`src/rtl/regfile_arb_pkg.sv`:
```
// regfile_arb_pkg
//   Shared types and constants for the register-file write arbiter and its
//   round-robin picker.
//   Contents:
//     arb_state_t       : arbiter FSM states (ARB, LOCKED)
//     BUS_WIDTH         : datapath bus width; write data is one bit wider
//     write_beat_t      : one write beat {address, data, source}
//     onehot_to_index() : encodes a one-hot grant vector into a source index
package regfile_arb_pkg;

    localparam int NUMBER_OF_REQUESTERS = 3;
    localparam int NUMBER_OF_REGISTERS  = 16;
    localparam int BUS_WIDTH            = 7;
    localparam int DATA_WIDTH           = BUS_WIDTH + 1;
    localparam int MAX_LOCK_BEATS       = 8;
    localparam int ADDR_WIDTH           = $clog2(NUMBER_OF_REGISTERS);
    localparam int SOURCE_WIDTH         = $clog2(NUMBER_OF_REQUESTERS);
    localparam int COUNT_WIDTH          = $clog2(MAX_LOCK_BEATS + 1);
    localparam int PERF_WIDTH           = 16;

    typedef enum logic {
        ARB    = 1'b0,
        LOCKED = 1'b1
    } arb_state_t;

    typedef struct packed {
        logic [ADDR_WIDTH-1:0]          address;
        logic signed [DATA_WIDTH-1:0]   data;
        logic [SOURCE_WIDTH-1:0]        source;
    } write_beat_t;

    // OR-reduction encoder: valid for one-hot or all-zero input.
    function automatic logic [SOURCE_WIDTH-1:0] onehot_to_index(
        input logic [NUMBER_OF_REQUESTERS-1:0] oneHot
    );
        logic [SOURCE_WIDTH-1:0] idx;
        idx = '0;
        for (int i = 0; i < NUMBER_OF_REQUESTERS; i++) begin
            if (oneHot[i]) begin
                idx = idx | SOURCE_WIDTH'(i);
            end
        end
        return idx;
    endfunction

endpackage

```
`src/rtl/rr_priority_picker.sv`:
```
// rr_priority_picker
//   Combinational round-robin pick: returns a one-hot vector selecting the
//   first set request bit at or above the pointer, wrapping from N-1 to 0.
//   Ports:
//     i_request [N]  : request bits
//     i_pointer [PW] : highest-priority index this cycle (must be < N)
//     o_grant   [N]  : one-hot pick, all zero when no request is set
module rr_priority_picker #(
    parameter int N  = 3,
    parameter int PW = (N > 1) ? $clog2(N) : 1
) (
    input  logic [N-1:0]  i_request,
    input  logic [PW-1:0] i_pointer,
    output logic [N-1:0]  o_grant
);

    int   w_idx;
    logic w_found;

    // Walk the N positions starting at the pointer; the first request seen wins.
    always_comb begin
        o_grant = '0;
        w_found = 1'b0;
        w_idx   = 0;
        for (int k = 0; k < N; k++) begin
            w_idx = int'(i_pointer) + k;
            if (w_idx >= N) begin
                w_idx = w_idx - N;
            end
            if (!w_found && i_request[PW'(w_idx)]) begin
                o_grant[PW'(w_idx)] = 1'b1;
                w_found             = 1'b1;
            end
        end
    end

endmodule

```
`src/rtl/regfile_write_arbiter.sv`:
```
// regfile_write_arbiter
//   Shares the single register-file write port between N writeback sources
//   using round-robin arbitration with an optional burst lock, and drives the
//   write port from one registered output stage (accept in t -> write in t+1).
//   Optional feature macro: REGFILE_ARB_PERF_EN adds per-source saturating
//   accepted-beat counters on grant_count_out.
//   Ports:
//     clock_in, reset_in          : clock, synchronous active-high reset
//     request_valid_in   [N]      : source has a beat pending
//     request_lock_in    [N]      : source wants to keep the grant after this beat
//     request_address_in [N*A]    : packed destination register per source
//     request_data_in    [N*DW]   : packed signed write data per source
//     request_ready_out  [N]      : one-hot grant (beat accepted on valid&ready)
//     write_stall_in              : register file busy, freeze everything
//     write_enable_out, write_register_address_out, write_data_out,
//     write_source_out            : registered register-file write port
//     dropped_write_out           : accepted beat targeted register 0
//     grant_count_out    [N*16]   : (REGFILE_ARB_PERF_EN only) accepted-beat counts
module regfile_write_arbiter
    import regfile_arb_pkg::*;
(
    input  logic                                      clock_in,
    input  logic                                      reset_in,
    input  logic [NUMBER_OF_REQUESTERS-1:0]           request_valid_in,
    input  logic [NUMBER_OF_REQUESTERS-1:0]           request_lock_in,
    input  logic [NUMBER_OF_REQUESTERS*ADDR_WIDTH-1:0] request_address_in,
    input  logic [NUMBER_OF_REQUESTERS*DATA_WIDTH-1:0] request_data_in,
    output logic [NUMBER_OF_REQUESTERS-1:0]           request_ready_out,
    input  logic                                      write_stall_in,
    output logic                                      write_enable_out,
    output logic [ADDR_WIDTH-1:0]                     write_register_address_out,
    output logic [DATA_WIDTH-1:0]                     write_data_out,
    output logic [SOURCE_WIDTH-1:0]                   write_source_out,
    output logic                                      dropped_write_out
`ifdef REGFILE_ARB_PERF_EN
    ,
    output logic [NUMBER_OF_REQUESTERS*PERF_WIDTH-1:0] grant_count_out
`endif
);

    arb_state_t                      r_state, w_nextState;
    logic [SOURCE_WIDTH-1:0]         r_rrPointer, w_nextPointer;
    logic [SOURCE_WIDTH-1:0]         r_owner, w_nextOwner;
    logic [COUNT_WIDTH-1:0]          r_lockCount, w_nextLockCount;
    logic [NUMBER_OF_REQUESTERS-1:0] w_ownerMask;
    logic [NUMBER_OF_REQUESTERS-1:0] w_eligible;
    logic [NUMBER_OF_REQUESTERS-1:0] w_pick;
    logic [SOURCE_WIDTH-1:0]         w_grantIdx;
    logic                            w_accept;
    write_beat_t                     w_beat;
    write_beat_t                     r_outBeat;
    logic                            r_writeEnable;
    logic                            r_dropped;

    // While locked only the owner is eligible, so the picker result is the
    // owner (if valid) regardless of where the pointer sits.
    always_comb begin
        w_ownerMask          = '0;
        w_ownerMask[r_owner] = 1'b1;
        w_eligible           = (r_state == LOCKED) ? (request_valid_in & w_ownerMask)
                                                   : request_valid_in;
    end

    rr_priority_picker #(
        .N (NUMBER_OF_REQUESTERS),
        .PW(SOURCE_WIDTH)
    ) u_picker (
        .i_request(w_eligible),
        .i_pointer(r_rrPointer),
        .o_grant  (w_pick)
    );

    // Ready is suppressed during stall and reset so no beat can slip through.
    always_comb begin
        request_ready_out = w_pick;
        if (reset_in || write_stall_in) begin
            request_ready_out = '0;
        end
    end

    // The picker only selects valid sources, so any ready bit is an accept.
    always_comb begin
        w_accept   = |request_ready_out;
        w_grantIdx = onehot_to_index(request_ready_out);
        w_beat     = '0;
        for (int i = 0; i < NUMBER_OF_REQUESTERS; i++) begin
            if (request_ready_out[i]) begin
                w_beat.address = request_address_in[i*ADDR_WIDTH +: ADDR_WIDTH];
                w_beat.data    = request_data_in[i*DATA_WIDTH +: DATA_WIDTH];
                w_beat.source  = SOURCE_WIDTH'(i);
            end
        end
    end

    // Next-state logic. The pointer only moves on grants made in ARB, so after
    // a burst it already points one past the former owner.
    always_comb begin
        w_nextState     = r_state;
        w_nextPointer   = r_rrPointer;
        w_nextOwner     = r_owner;
        w_nextLockCount = r_lockCount;
        if (w_accept) begin
            case (r_state)
                ARB: begin
                    w_nextPointer = (w_grantIdx == SOURCE_WIDTH'(NUMBER_OF_REQUESTERS - 1))
                                  ? '0 : (w_grantIdx + SOURCE_WIDTH'(1));
                    if (request_lock_in[w_grantIdx]) begin
                        w_nextState     = LOCKED;
                        w_nextOwner     = w_grantIdx;
                        w_nextLockCount = COUNT_WIDTH'(1);
                    end
                end
                LOCKED: begin
                    // Beat-count limit forces release even with lock still held.
                    if (!request_lock_in[r_owner] ||
                        (r_lockCount == COUNT_WIDTH'(MAX_LOCK_BEATS - 1))) begin
                        w_nextState     = ARB;
                        w_nextLockCount = '0;
                    end else begin
                        w_nextLockCount = r_lockCount + COUNT_WIDTH'(1);
                    end
                end
                default: w_nextState = ARB;
            endcase
        end
    end

    // State, pointer and lock tracking; frozen while the register file stalls.
    always_ff @(posedge clock_in) begin
        if (reset_in) begin
            r_state     <= ARB;
            r_rrPointer <= '0;
            r_owner     <= '0;
            r_lockCount <= '0;
        end else if (!write_stall_in) begin
            r_state     <= w_nextState;
            r_rrPointer <= w_nextPointer;
            r_owner     <= w_nextOwner;
            r_lockCount <= w_nextLockCount;
        end
    end

    // Output stage reloads every unstalled cycle; a register-0 target is
    // accepted but turned into a drop pulse instead of a write.
    always_ff @(posedge clock_in) begin
        if (reset_in) begin
            r_outBeat     <= '0;
            r_writeEnable <= 1'b0;
            r_dropped     <= 1'b0;
        end else if (!write_stall_in) begin
            r_writeEnable <= w_accept && (w_beat.address != '0);
            r_dropped     <= w_accept && (w_beat.address == '0);
            if (w_accept) begin
                r_outBeat <= w_beat;
            end
        end
    end

    assign write_enable_out           = r_writeEnable;
    assign write_register_address_out = r_outBeat.address;
    assign write_data_out             = r_outBeat.data;
    assign write_source_out           = r_outBeat.source;
    assign dropped_write_out          = r_dropped;

`ifdef REGFILE_ARB_PERF_EN
    logic [PERF_WIDTH-1:0] r_grantCount [NUMBER_OF_REQUESTERS];

    // Per-source accepted-beat counters, saturating at all ones.
    always_ff @(posedge clock_in) begin
        if (reset_in) begin
            for (int i = 0; i < NUMBER_OF_REQUESTERS; i++) begin
                r_grantCount[i] <= '0;
            end
        end else if (!write_stall_in) begin
            for (int i = 0; i < NUMBER_OF_REQUESTERS; i++) begin
                if (request_ready_out[i] && (r_grantCount[i] != '1)) begin
                    r_grantCount[i] <= r_grantCount[i] + PERF_WIDTH'(1);
                end
            end
        end
    end

    for (genvar g = 0; g < NUMBER_OF_REQUESTERS; g++) begin : g_perfPack
        assign grant_count_out[g*PERF_WIDTH +: PERF_WIDTH] = r_grantCount[g];
    end
`endif

endmodule

```
`config.mk`:
```
export PLATFORM = sky130hd
export DESIGN_NAME = regfile_write_arbiter
export DESIGN_NICKNAME = d
export VERILOG_FILES = /design/src/rtl/regfile_arb_pkg.sv /design/src/rtl/rr_priority_picker.sv /design/src/rtl/regfile_write_arbiter.sv
export SDC_FILE = /design/constraint.sdc
export NUM_CORES = 1
export LEC_CHECK = 0
export CAP_MARGIN = 10
export CORE_UTILIZATION = 35
export DETAILED_ROUTE_END_ITERATION = 8
export DONT_BUFFER_PORTS = 1
export GPL_TIMING_DRIVEN = 0
export PLACE_DENSITY_LB_ADDON = 0.05
export SYNTH_ARGS = -nofsm -noshare
export SYNTH_HDL_FRONTEND = slang
export SYNTH_SLANG_ARGS = --single-unit
```
`constraint.sdc`:
```
create_clock -name clock_in -period 5.2 [get_ports clock_in]
set_input_delay 0.52 -clock clock_in [delete_from_list [all_inputs] [get_ports clock_in]]
set_output_delay 0.52 -clock clock_in [all_outputs]
set_load 0.005 [all_outputs]
```
; ---- Word level (Yosys, flattened, before mapping)
; Index checks and enable logic that the tools add are counted.
[word_totals]
regBits = 25
in_bits = 45
output_inout_bits = 19
elab_cells = 99
[classes]
n_addsub = 7
magnitude_cmp = 12
n_eq_ne = 3
n_mux = 43
bitwise_logic = 5
reduce_logical = 20
[op_table]
columns = operator, n
row1 = 14-bit 2-to-1 mux, 3
row2 = 1-bit 2-to-1 mux, 17
row3 = 3-bit 2-to-1 mux, 5
row4 = "2-bit by 4-bit less-than comparator with 1-bit output, second input constant", 3
row5 = 1-bit binary-select mux with 2-bit select, 5
row6 = 2-bit 2-to-1 mux, 5
row7 = 1-bit demux with 2-bit select, 4
row8 = "2-bit by 1-bit >= comparator with 1-bit output, second input constant", 4
row9 = 1-bit logical AND, 8
row10 = 4-bit 2-to-1 mux, 2
row11 = 4-bit case mux with 2 select lines, 1
row12 = "3-bit by 2-bit >= comparator with 1-bit output, second input constant", 2
row13 = "2-bit by 3-bit less-than comparator with 1-bit output, second input constant", 2
row14 = 3-bit OR, 2
row15 = 3-bit AND reduction, 2
row16 = "4-bit by 1-bit adder with 4-bit output, second input constant", 1
row17 = "4-bit by 3-bit == test with 1-bit output, second input constant", 1
row18 = 4-bit zero test, 1
row19 = 4-bit AND reduction, 1
row20 = 4-bit nonzero test, 1
row21 = "2-bit by 1-bit subtractor with 2-bit output, second input constant", 2
row22 = "2-bit by 1-bit adder with 3-bit output, second input constant", 1
row23 = "2-bit by 2-bit adder with 3-bit output, second input constant", 1
row24 = 3-bit AND, 1
row25 = other kinds (11), 15

; ---- Longest topological paths before layout
; Gate-level depths: netlist of run 1.
[depth]
depth_word = 23
depth_mapped = 13
mapped_depth_nobuf = 10

; ---- Modules after synthesis
; From an unflattened synthesis of run 1, not the netlist that was laid out.
[hier_totals]
cells_unflattened = 217
area_unflattened_um2 = 1737.9
[by_module_without_submodules]
columns = mod, instances, cells_per_inst, area_each_um2, seq_area_each_um2
row1 = regfile_write_arbiter, 1, 189, 1524.0, 500.5
row2 = rr_priority_picker, 1, 28, 214.0, 0.0

; ---- Worst setup path before layout of run 1
; OpenSTA, ideal clock, no wires.
[synth_timing]
path_type = reg-to-reg
from = register r_rrPointer[0]
to = register r_owner[0]
setup_ns = 0.121
arrival_ns = 2.513
required_ns = 5.079
slack_ns = 2.566
stages_incl_launch_ff = 11
n_path_buf = 0
synth_period_minus_slack_ns = 2.634
cell_sequence = dfxtp_1 -> inv_1 -> ha_1 -> or3b_1 -> a21oi_1 -> a211o_1 -> o211ai_2 -> o31ai_4 -> mux2i_1 -> or3_4 -> mux2_4
[synth_between]
elab_chain_len = 18
elab_cells_between_ends = 53
cone_classes = 5 x add/sub / 9 x order compare / 28 x mux / 2 x bitwise / 9 x reduce/logical
[synth_lines]
columns = item, line_no
row1 = start: declaration, regfile_write_arbiter.sv:42  ; logic [SOURCE_WIDTH-1:0] r_rrPointer, w_nextPointer;
row2 = start signal: assignment, regfile_write_arbiter.sv:137  ; r_rrPointer <= w_nextPointer;
row3 = branches (longest 11 deep; another with 2-bit by 4-bit less-than comparator with 1-bit output), n/a
row4 = 3-bit 2-to-1 mux *, rr_priority_picker.sv:30  ; if (!w_found && i_request[PW'(w_idx)]) begin
row5 = 3-bit 2-to-1 mux *, regfile_write_arbiter.sv:76  ; if (reset_in || write_stall_in) begin
row6 = 1-bit 2-to-1 mux, regfile_arb_pkg.sv:39  ; if (oneHot[i]) begin
row7 = 2-bit 2-to-1 mux, regfile_arb_pkg.sv:39
row8 = 1-bit binary-select mux with 2-bit select, regfile_write_arbiter.sv:107  ; if (request_lock_in[w_grantIdx]) begin
row9 = 1-bit 2-to-1 mux (implied by the code), regfile_write_arbiter.sv:107
row10 = 4-bit AND reduction (no source line), n/a
row11 = end signal: assignment, regfile_write_arbiter.sv:138  ; r_owner <= w_nextOwner;
row12 = end: declaration, regfile_write_arbiter.sv:43  ; logic [SOURCE_WIDTH-1:0] r_owner, w_nextOwner;
; Every way passes the cells marked *. The select of a mux whose other input is x is not followed.
; A chain may end at the register's enable or synchronous reset.

; ---- Worst setup path in the final report of run 1
[layout_timing]
from = register r_rrPointer[0]
to = output port request_ready_out[1]
[layout_between]
elab_chain_len = 13
elab_cells_between_ends = 47
cone_classes = 5 x add/sub / 9 x order compare / 24 x mux / 2 x bitwise / 7 x reduce/logical
[layout_lines]
columns = item, line_no
row1 = branches (longest 11 deep; another with 2-bit by 4-bit less-than comparator with 1-bit output), n/a
row2 = 3-bit 2-to-1 mux *, rr_priority_picker.sv:30
row3 = 3-bit 2-to-1 mux *, regfile_write_arbiter.sv:76
row4 = end: declaration, regfile_write_arbiter.sv:28  ; output logic [NUMBER_OF_REQUESTERS-1:0] request_ready_out,
; Marks and branches as above.

==> results of run 1 <==
Yosys cell counts (2+ instances only):
cell type | instances | share of area [%]
and2b_1 | 2 | 0.89
a211o_1 | 2 | 1.0
nand2_1 | 10 | 2.2
nand2b_1 | 2 | 0.74
nand3_1 | 5 | 1.5
clkbuf_1 | 4 | 0.89
a31oi_1 | 5 | 1.9
o21bai_1 | 2 | 0.89
nor2_1 | 7 | 1.6
nand3b_1 | 2 | 0.89
dfxtp_1 | 25 | 30
ha_1 | 5 | 3.7
buf_2 | 6 | 1.8
nor3b_1 | 2 | 0.89
buf_1 | 2 | 0.44
nor2b_1 | 4 | 1.5
o211ai_1 | 2 | 0.89
a21oi_1 | 7 | 2.1
buf_4 | 2 | 0.89
a21o_1 | 3 | 1.3
and3b_1 | 2 | 1.0
a32oi_1 | 3 | 1.6
o41ai_1 | 2 | 1.0
o21ai_0 | 18 | 5.3
mux2i_1 | 15 | 8.9
inv_1 | 6 | 1.3
a211oi_1 | 2 | 0.89
a22oi_1 | 13 | 5.8
and2_1 | 2 | 0.74
layout make-up:
cell class	instances	area share, %
plain buffers	15	4.381
clock buffers	3	2.295
clock inverters	1	0.2782
inverters	6	1.252
multi-input cells	146	60.36
flip-flops and latches	25	27.82
well taps	52	3.616
registers in the layout (all words and copies together), names as in the netlist:
register and count:
write_enable_out 1, r_lockCount 4, write_source_out 2, write_register_address_out 4, r_state 1, r_owner 2
dropped_write_out 1, r_rrPointer 2, write_data_out 8
worst max-delay path: stages, from the launching register on:
cell      delay (ns)
dfxtp_1         0.39
inv_1           0.08
ha_1            0.40
nor2b_1         0.23
a32oi_1         0.09
nor3b_1         0.43
o211ai_2        0.18
o31ai_4         0.14
buf_6           0.20
clkbuf_1        0.42
metal layers:
metal / vias to the layer above / track usage, % / part of all wire, % / wire length (um)
li1: 737 / - / - / -
met1: 718 / 21.19 / 44 / 1879
met2: 42 / 30.05 / 50 / 2118
met3: 2 / 4.782 / 6.1 / 259
met4: 0 / 2.222 / 0.33 / 14
met5: - / 0 / 0 / 0
cells by family after synthesis:
kind of cell,count (synthesis),share of synthesized area (%)
compound gates,71,30.24
fa+ha+maj,5,3.706
buf+inv,21,6.004
flops,25,29.65
mux,17,10.45
simple gates,53,19.94
through the flow:
step	hold WS, ns	power [mW]
CTS	0.3746	0.5766
detailed placement	0.4745	0.4599
global placement	0.4628	0.4557
finish	0.3826	0.5702
global route	0.3880	0.6162
floorplan	0.4483	0.4151
cell usage in the layout (no fill, tap or decap), types with 3 or more instances in the layout:
cell,synthesis,layout
nor2_1,7,7
clkbuf_1,4,4
o21ai_0,18,18
dfxtp_1,25,25
nor2b_1,4,4
a22oi_1,13,13
a21o_1,3,3
inv_1,6,6
mux2i_1,15,15
a21oi_1,7,7
clkbuf_8,0,3
ha_1,5,5
a32oi_1,3,3
a31oi_1,5,5
nand2_1,10,10
nand3_1,5,5
buf_2,6,6
power by group through the flow:
stage | combinational, mW | clock (mW) | sequential (mW)
detailed placement | 0.205 | 0 | 0.255
finish | 0.205 | 0.116 | 0.250
global placement | 0.201 | 0 | 0.254
floorplan | 0.167 | 0 | 0.248
CTS | 0.206 | 0.120 | 0.250
global route | 0.233 | 0.130 | 0.254
path summary, 6_finish.rpt:
check	end	slack, ns	depth (start not counted)
setup / recovery	request_ready_out[1]	1.84	9
hold / removal	write_data_out[5]	0.38	2
setup reg to reg	r_owner[0]	2.07	10
hold reg to reg	dropped_write_out	0.48	2
==> run summary, run 1 <==
The run finished with clean final reports. In this run the static leakage power is ~0.66 nW. The slew at the pin with the worst max-slew slack is about 0.54 ns. After clock tree synthesis, the clock-pin slew on the worst setup and hold paths is around 0.09 ns. The arrival time at the worst endpoint is 2.84 ns. After clock tree synthesis, the flow added hold-fix buffers numbering 0. The number of antenna repair diodes is 0. The number of global-route vias before repair came out at ~1500. The number of clock sinks came out at 25. Sequential cells burn between 40% and 50% of the power. The buffers inserted during post-CTS setup optimization came out at 0. The total standard cell area after synthesis is about 1700 um2. The final RePlAce weighted congestion came out at between 0.8 and 0.9. The via count is between 1000 and 1500. The category of the worst setup path capture point is a primary output.

The post-synthesis cell type count came out at approximately 60. For this block, the routed nets add up to around 4300 um of wire. The worst-skew pair later-pin latency is 0.27 ns. The maximum VDD drop came out at around 0.00014 V. In this run, the number of DRC markers left after iteration 0 of detailed routing was approximately 130.

The number of buffers added on ports came out at 0. The clock network power share came out at 20.3%. Net switching is 36.09% of the power. The count of antenna-violating nets left after detailed routing is 0. The number of synthesized flops with an enable pin came out at 0. The total of fill cells in the finished design came out at 475. The time the final worst path needs with I/O delays and setup is 3.358 ns. The number of vias per cell after detailed routing is 6.044. The initial antenna violation count came out at 0. The total number of yosys warnings is 0.

The power density relative to cell area is about 320 nW/um2. The total overflow left after global routing is 0. The final setup violation count came out at 0. The number of nets in the synthesized netlist is roughly 240. The origin of the worst min-delay path is request_data_in[13]. The worst register-to-register path begins at r_rrPointer[0]. The setup path with the least slack is of type register to primary output.

Setup repair after global routing left no endpoint under its margin. The post-cts repair resize count came out at 0. The number of instances in the synthesized netlist came out at ~190. The total area of multi-input combinational cells is between 1000 and 1500 um2. CTS built an H-tree with a depth of 1.

The most critical setup path has its startpoint at r_rrPointer[0]. For this design the total switching power over the nets is approximately 0.2 mW. The post-detailed-route DRC marker count is 0. Timing analysis after detailed placement gives a worst setup slack of between 2 and 2.5 ns. The nature of the critical path startpoint is a register. Measured along the x axis, the die boundary spans ~71 um. The least setup slack across all paths after layout came out at ~1.8 ns.

Among all flip-flop cells after synthesis, the most frequent one is dfxtp_1. The total global routing track utilization is between 15 and 20%. The internal power is between 0.3 and 0.4 mW. The number of cell rows is 24.

The average cell area after synthesis is about 9 um2. The non-filler instance count after layout is around 250. The number of optimization iterations in the first detailed-route pass is 4. The maximum number of pins on one net before global-route repair came out at 15. The starting density of the core is roughly 37%. The clock tree buffer depth is 2.

The number of endpoints with negative hold slack in the final report is 0. The area growth from synthesis to layout is 6.598%. Clock tree synthesis inserted a total of 3 buffers. The first global-routing pass estimated between 7000 and 8000 um of wire. The final total negative setup slack came out at 0 ns. Counting flops and latches in the post-synthesis netlist gives 25. The half-perimeter wire length after placement came out at about 3300 um. TritonCTS built the clock tree.

The maximum clock frequency is slightly below 0.3 GHz. From bottom edge to top edge, the die measures 71.45 um. The cell area after layout is about 1800 um2. The area taken by flip-flops and latches is approximately 500 um2. The standard cell area after detailed placement came out at roughly 1800 um2. In this run the standard cell core region covers 4504 um2. The worst clock skew is between 0.004 and 0.005 ns. The number of slew-limit violations in the final report came out at 0. The fraction of final layout cells sized beyond drive strength 1 is about 14%. Max-cap violations in this run came to 0.

The max-slew headroom at the worst pin came out at between 60% and 70%. The worst-path maximum fanout came out at 10. The fraction of the core area covered by cells at the end of the flow is between 30% and 40%. The number of primary I/O pins is 64. The area enclosed by the die boundary came out at approximately 5100 um2. In the final routed layout, each cell accounts on average for about 17 um. The worst hold path class is input port to register.

Of the synthesized area, sequential elements account for around 30%. The part of the power in combinational logic came out at 35.9%. The clock root buffer master is clkbuf_8.

The required time of the worst setup path is around 4.7 ns. The placed cell count came out at 244. The post-route fraction of the period consumed by the critical path is around 65%. The count of nets after finishing is 247. In the synthesized netlist the async set-or-reset flop fraction comes to 0%.
(Power assumes the default switching activity.)
==> inputs of run 2 (changes only) <==
==> constraint.sdc (replaced) <==
create_clock -name clock_in -period 3.3 [get_ports clock_in]
set_input_delay 0.33 -clock clock_in [delete_from_list [all_inputs] [get_ports clock_in]]
set_output_delay 0.33 -clock clock_in [all_outputs]
set_load 0.005 [all_outputs]
==> run 2 against run 1 <==
Effect of this change:
- routed wire length increased by 0.12%
- clock power increased by 58%
- flip-flop and latch count unchanged
- via count increased by 1.2%
- critical path depth decreased by 1
- critical endpoint is now request_ready_out[0]
- combinational power increased by 58%
- cell count unchanged
- largest power group unchanged
- sequential share of layout area decreased by 0.096 points
- global-route usage unchanged
- clock-buffer cell count unchanged
==> run summary, run 2 (synthesized netlist as in run 1, its figures left out) <==
The critical path's largest stage delay is 0.43 ns (about the same). The final setup violation count is 0 (unchanged). The least setup slack across all paths after layout is 0.2505 ns (was 1.842 ns).

The number of max-cap violations is 0 (unchanged). The average wire length per cell after detail routing came out at 17.25 um (was 17.23 um). The total of fill cells in the finished design came out at 477 (was 475). The initial detailed-routing violation count is 98 (was 134). The buffers inserted during post-CTS setup optimization came out at 0 (unchanged). The met1 global-route usage is 21.19% (unchanged). Result of the run: completed (unchanged).

The number of slew-limit violations in the final report came out at 0 (unchanged). The worst-case register-to-register setup slack came to 0.28 ns (was 2.07 ns). The number of endpoints with negative hold slack in the final report is 0 (unchanged). The flip-flop count of the largest register after layout came out at 8 (unchanged). The clock tree from TritonCTS was yes (unchanged). The maximum number of pins on one net before global-route repair came to 15 (unchanged). The number of clock sinks is 25 (unchanged).

The final RePlAce weighted congestion came to 0.8048 (unchanged). The starting density of the core is 37.47% (unchanged). The number of optimization iterations in the first detailed-route pass came out at 4 (unchanged).

The number of cell rows came to 24 (unchanged). The core area came out at 4504 um2 (unchanged). The gate family responsible for the most delay along the worst path is simple AND/OR/NAND/NOR gates (was buffers and inverters).

The category of the worst setup path capture point is a primary output (unchanged). The number of vias per cell after detailed routing came out at 6.117 (was 6.044). The count of buffer and inverter cells on the critical path came out at 2 (was 3). The clock root buffer master is clkbuf_8 (unchanged). The maximum VDD drop is 0.0002241 V (was 0.0001421 V). The die boundary height was 71.45 um (unchanged). The post-detailed-routing wire length is 4278 um (was 4273 um). The first-pass GRT wire length came out at 7010 um (unchanged). The worst clock skew came out at 0.004109 ns (was 0.004126 ns). The type of the setup path with the least slack is register to primary output (unchanged). The slew at the pin with the worst max-slew slack was 0.4651 ns (was 0.5408 ns). The total global routing track utilization is 17.05% (unchanged). The maximum level of the CTS H-tree was 1 (unchanged). The global-route track usage on met3 came to 4.782% (unchanged).

The die outline width is 71.45 um (unchanged). Worst-path cell chain: inv_1 -> ha_1 -> nor2b_1 -> a32oi_1 -> nor3b_1 -> o2111ai_2 -> nand3_2 -> buf_2 (was inv_1 -> ha_1 -> nor2b_1 -> a32oi_1 -> nor3b_1 -> o211ai_2 -> o31ai_4 -> buf_6 -> clkbuf_1). The fraction of final layout cells sized beyond drive strength 1 came out at 15.82% (was 14.29%). The arrival time at the worst endpoint is 2.72 ns (was 2.84 ns). The leftover overflow at the end of global routing was 0 (unchanged). The setup slack after placement came out at 0.1862 ns (was 2.086 ns). The required time of the worst setup path is 2.97 ns (was 4.68 ns). The met2 routing resource usage after global routing is 30.05% (unchanged). The post-route fraction of the period consumed by the critical path is 92.41%. The half-perimeter wire length after placement came to 3296 um (unchanged). Leading cell types in the layout, fill and taps excluded: dfxtp_1 (25), o21ai_0 (18), mux2i_1 (14), a22oi_1 (13), nand2_1 (10) (was dfxtp_1 (25), o21ai_0 (18), mux2i_1 (15), a22oi_1 (13), nand2_1 (10)). The number of primary I/O pins came out at 64 (unchanged). The cell type of the slowest stage on the worst timing path is nor3b_1 (unchanged). The number of buffers added on ports came out at 0 (unchanged). The worst-skew pair later-pin latency was 0.27 ns (about the same). RSZ-0062 raised after global routing: no (unchanged).

The clock slew at the register clock pins of the worst setup and hold paths is 0.09 ns (about the same). The busiest layer in global routing is met2 (unchanged). The worst-path maximum fanout was 10 (unchanged). The maximum clock frequency came out at 0.3279 GHz.

The number of antenna repair diodes was 0 (unchanged). The power density relative to cell area is 498.8 nW/um2 (was 316.9 nW/um2). The most common cell after layout, fill and taps aside is dfxtp_1 (unchanged). The final total negative setup slack came to 0 ns (unchanged).

The count of antenna-violating nets left after detailed routing came out at 0 (unchanged). The nature of the critical path startpoint is a register (unchanged). The max-slew headroom at the worst pin is 68.74% (was 62.92%).

The area growth from synthesis to layout came out at 6.968% (was 6.598%). The count of nets after finishing came out at 247 (unchanged). The via count came to 1517 (was 1499). The number of global-route vias before repair came to 1525 (unchanged). The area enclosed by the die boundary came out at 5104 um2 (unchanged). The static leakage is 0.6640 nW (was 0.6552 nW). The clock period could shrink to a little over 3 ns. The worst hold path class is input port to register (unchanged).

The initial antenna violation count is 0 (unchanged). The number of buffers inserted during clock tree synthesis came to 3 (unchanged). The post-detailed-route DRC marker count came out at 0 (unchanged).

The clock tree buffer depth came out at 2 (unchanged).
## run 2: changes by cell type in the layout (fill, tap and decap cells not counted)
cell      change
clkbuf_1      -2
clkbuf_2      +2
mux2i_1       -1
mux2i_2       +1
## run 2: worst reg2reg max path, cell delays in order (launching register included)
cell and delay [ns]:
dfxtp_1 0.39, inv_1 0.08, ha_1 0.40, nor2b_1 0.24
a32oi_1 0.09, nor3b_1 0.43, o211ai_2 0.18, o31ai_4 0.15
mux2i_2 0.46, or3_4 0.22, mux2_4 0.29
## run 2: final timing paths
kind,startpoint,endpoint,depth (start not counted)
worst max-delay path,r_rrPointer[0],request_ready_out[0],8
worst min-delay path,request_data_in[13],write_data_out[5],2
worst max register to register,r_rrPointer[0],r_owner[0],10
worst min register to register,dropped_write_out,dropped_write_out,2
## run 2: routing by layer
layer | vias to the layer above | wire length, um
li1 | 739 | -
met1 | 724 | 1871
met2 | 52 | 2122
met3 | 2 | 269
met4 | 0 | 14
met5 | - | 0
## run 2: layout make-up
| type | instances | area (um2) | share of cell area, % |
|---|---|---|---|
| Sequential cell | 25 | 500.5 | 27.72 |
| Buffer | 15 | 81.33 | 4.505 |
| Multi-Input combinational cell | 146 | 1090 | 60.36 |
| Inverter | 6 | 22.52 | 1.247 |
| Tap cell | 52 | 65.06 | 3.604 |
| Clock inverter | 1 | 5.005 | 0.2772 |
| Clock buffer | 3 | 41.29 | 2.287 |
## run 2: report_power, final
part / leakage [nW] / switching, mW / internal, mW
clock network: 0.0255 / 0.0988 / 0.0845
logic: 0.435 / 0.186 / 0.138
registers: 0.204 / 0.0405 / 0.353
total: 0.664 / 0.325 / 0.575
## run 2: metrics by stage
stage               std cells  hold WS, ns  total power, mW  instance area (um2)  util [%]
floorplan                 192       0.4483           0.6540                 1688         -
global placement          244       0.4628           0.7181                 1753     38.92
detailed placement        244       0.4731           0.7246                 1753     38.92
CTS                       248       0.1846           0.9086                 1799     39.94
global route              248       0.1980           0.9725                 1805     40.08
finish                    248       0.1932           0.9006                 1805     40.08
## run 2: timing repair
item	CTS	global route
setup endpoints to repair	0	3
hold buffers	0	0
resized for setup	0	5
==> inputs of run 3 (changes only) <==
--- a/config.mk
+++ b/config.mk
@@ -6,10 +6,11 @@
 export NUM_CORES = 1
 export LEC_CHECK = 0
 export CAP_MARGIN = 10
+export CORE_MARGIN = 1
 export CORE_UTILIZATION = 35
 export DETAILED_ROUTE_END_ITERATION = 8
 export DONT_BUFFER_PORTS = 1
-export GPL_TIMING_DRIVEN = 0
+export GPL_TIMING_DRIVEN = 1
 export PLACE_DENSITY_LB_ADDON = 0.05
 export SYNTH_ARGS = -nofsm -noshare
 export SYNTH_HDL_FRONTEND = slang
==> run 3 against run 2 <==
Effect of this change:
- power decreased by 0.80%
- cell count fell by 4.0%
- worst hold slack worse by 0.077 ns
- sequential share of layout area rose by 0.57 points
- register-to-register slack gained 0.11 ns
- critical path depth is 3 higher
- routed wire length decreased by 1.3%
- setup slack improved by 0.14 ns
- combinational power down 5%
- critical endpoint is now write_data_out[0]
- largest power group unchanged
==> run summary, run 3 (synthesized netlist as in run 1, its figures left out) <==
Result of the run: completed (unchanged). The wire length on met1 is 1901 um (was 1871 um). The worst clock skew is 0.006484 ns (was 0.004109 ns). The number of buffers inserted during clock tree synthesis was 3 (unchanged). The time the final worst path needs with I/O delays and setup came out at 2.907 ns (was 3.049 ns). The total area of multi-input combinational cells is 1095 um2 (was 1090 um2). The worst hold path class was input port to register (unchanged). Leading cell types in the layout, fill and taps excluded: dfxtp_1 (25), o21ai_0 (18), mux2i_1 (15), a22oi_1 (13), nand2_1 (10) (was dfxtp_1 (25), o21ai_0 (18), mux2i_1 (14), a22oi_1 (13), nand2_1 (10)).

The count of antenna-violating nets left after detailed routing is 0 (unchanged). The maximum clock frequency is 0.3440 GHz (was 0.3279 GHz). The type of the setup path with the least slack is register to register (was register to primary output). The clock root buffer master is clkbuf_8 (unchanged). The number of buffers added on ports is 0 (unchanged).

The part of the power in combinational logic came out at 34.4% (was 36.0%). Worst-path cell chain: inv_1 -> ha_1 -> nor2b_1 -> a32oi_1 -> nor3b_1 -> o211ai_2 -> o31ai_4 -> buf_4 -> nor2_1 -> nand2_1 -> o21ai_0 (was inv_1 -> ha_1 -> nor2b_1 -> a32oi_1 -> nor3b_1 -> o2111ai_2 -> nand3_2 -> buf_2). The initial antenna violation count is 0 (unchanged). The area growth from synthesis to layout is 4.819% (was 6.968%).

The flip-flop count of the largest register after layout came to 8 (unchanged). The die boundary height is 71.45 um (unchanged). The maximum VDD drop is 0.0002735 V (was 0.0002241 V). The post-route fraction of the period consumed by the critical path came out at 88.09% (was 92.41%). The setup slack after placement came to 0.3809 ns (was 0.1862 ns). The starting density of the core is 37.47% (unchanged). The clock tree from TritonCTS is yes (unchanged). The fraction of final layout cells sized beyond drive strength 1 came out at 12.90% (was 15.82%). The worst-path maximum fanout is 15 (was 10). The final setup violation count was 0 (unchanged). The count of nets after finishing was 237 (was 247).

The switching power share of the total came out at 35.83% (was 36.11%). The worst-skew pair later-pin latency came to 0.27 ns (about the same). The static leakage is 0.6224 nW (was 0.6640 nW). The number of max-cap violations came out at 0 (unchanged).

The die outline width is 71.45 um (unchanged). The tightest hold margin is 0.1160 ns (was 0.1932 ns). The category of the worst setup path capture point is a register (was primary output).

The sum of met3 wire segment lengths after detailed routing came out at 200 um (was 269 um). The number of clock sinks is 25 (unchanged). The hold-fix buffer count after cts is 0 (unchanged).

The clock tree buffer depth came to 2 (unchanged). The required time of the worst setup path is 3.44 ns (was 2.97 ns). The slew at the pin with the worst max-slew slack came out at 0.4832 ns (was 0.4651 ns). The worst-case reg-to-reg path depth is 11 (was 10). The area taken by flip-flops and latches is 500.5 um2 (unchanged). The final total negative setup slack is 0 ns (unchanged). The number of antenna repair diodes came out at 0 (unchanged). The area enclosed by the die boundary was 5104 um2 (unchanged). The via count was 1460 (was 1517). The critical path's largest stage delay is 0.42 ns (was 0.43 ns). The total of fill cells in the finished design came out at 463 (was 477). The number of stages on the worst hold path came out at 1 (was 2). The max-slew headroom at the worst pin is 67.78% (was 68.74%). The clock slew at the register clock pins of the worst setup and hold paths is 0.09 ns (about the same). The highest metal layer used by the detailed router is met4 (unchanged). The power density relative to cell area was 504.9 nW/um2 (was 498.8 nW/um2). The core area is 4504 um2 (unchanged).

The net switching power is 0.3201 mW (was 0.3252 mW). The number of optimization iterations in the first detailed-route pass is 4 (unchanged). The clock network power share is 20.7% (was 20.3%). The initial detailed-routing violation count is 83 (was 98). The number of cell rows came out at 24 (unchanged). The post-cts repair resize count was 0 (unchanged). The arrival time at the worst endpoint is 3.05 ns (was 2.72 ns). The least setup slack across all paths after layout came to 0.3930 ns (was 0.2505 ns). The wire length on met2 came out at 2113 um (was 2122 um). The buffers inserted during post-CTS setup optimization is 0 (unchanged). The leftover overflow at the end of global routing is 0 (unchanged). The most common cell after layout, fill and taps aside is dfxtp_1 (unchanged). The maximum level of the CTS H-tree was 1 (unchanged).

The nature of the critical path startpoint is a register (unchanged). The first-pass GRT wire length is 6768 um (was 7010 um). The number of global-route vias before repair came out at 1453 (was 1525). The internal power came out at 0.5732 mW (was 0.5754 mW).

The post-detailed-route DRC marker count came out at 0 (unchanged). The sequential power share is 44.9% (was 43.7%). The number of primary I/O pins is 64 (unchanged). The final RePlAce weighted congestion is 0.8364 (was 0.8048). The maximum number of pins on one net before global-route repair is 21 (was 15). The number of endpoints with negative hold slack in the final report is 0 (unchanged). The average wire length per cell after detail routing was 17.74 um (was 17.25 um).

The number of slew-limit violations in the final report came out at 0 (unchanged). The number of vias per cell after detailed routing came out at 6.134 (was 6.117). The total global routing track utilization came to 16.29% (was 17.05%). The post-detailed-routing wire length came to 4223 um (was 4278 um). RSZ-0062 raised after global routing: no (unchanged). The half-perimeter wire length after placement is 3216 um (was 3296 um).

The cell type of the slowest stage on the worst timing path is ha_1 (was nor3b_1).
-- run 3: final cells by class --
class,instances,share of cell area (%)
flip-flops and latches,25,28.29
inverters,6,1.273
multi-input cells,146,61.88
clock buffers,3,2.334
clock inverters,1,0.4243
repair buffers,5,2.122
well taps,52,3.678
-- run 3: worst max-delay path, delay by kind of cell (launching register included) --
family,cells,cell delay [ns]
and+or+nand+nor,4,1.00
adders and majority gates,1,0.42
AOI/OAI and AO/OA,4,0.54
DFF,1,0.40
buffers and inverters,2,0.40
-- run 3: worst paths after layout --
path / endpoint / slack (ns) / start
worst max-delay path: write_data_out[0] / 0.39 / r_rrPointer[0]
worst min-delay path: r_lockCount[2] / 0.12 / reset_in
worst max register to register: write_data_out[0] / 0.39 / r_rrPointer[0]
worst min register to register: dropped_write_out / 0.47 / dropped_write_out
-- run 3: power groups by stage --
stage | clock [mW] | sequential, mW | combinational [mW]
after floorplan | 0 | 0.391 | 0.263
after global placement | 0 | 0.408 | 0.308
after detailed placement | 0 | 0.408 | 0.308
after CTS | 0.196 | 0.401 | 0.309
after global routing | 0.202 | 0.407 | 0.343
final | 0.185 | 0.401 | 0.307
-- run 3: routing by layer --
layer	up-vias	global-route usage, %
met4	0	2.000
met2	37	29.21
met5	-	0
met1	702	20.92
met3	2	2.954
li1	719	-
-- run 3: metrics by stage --
stage | utilization [%] | instances | power, mW | instance area, um2
6_report | 39.28 | 238 | 0.8934 | 1769
2_1_floorplan | - | 192 | 0.6540 | 1688
3_3_place_gp | 38.19 | 234 | 0.7155 | 1720
5_1_grt | 39.28 | 238 | 0.9520 | 1769
3_5_place_dp | 38.19 | 234 | 0.7168 | 1720
4_1_cts | 39.28 | 238 | 0.9073 | 1769
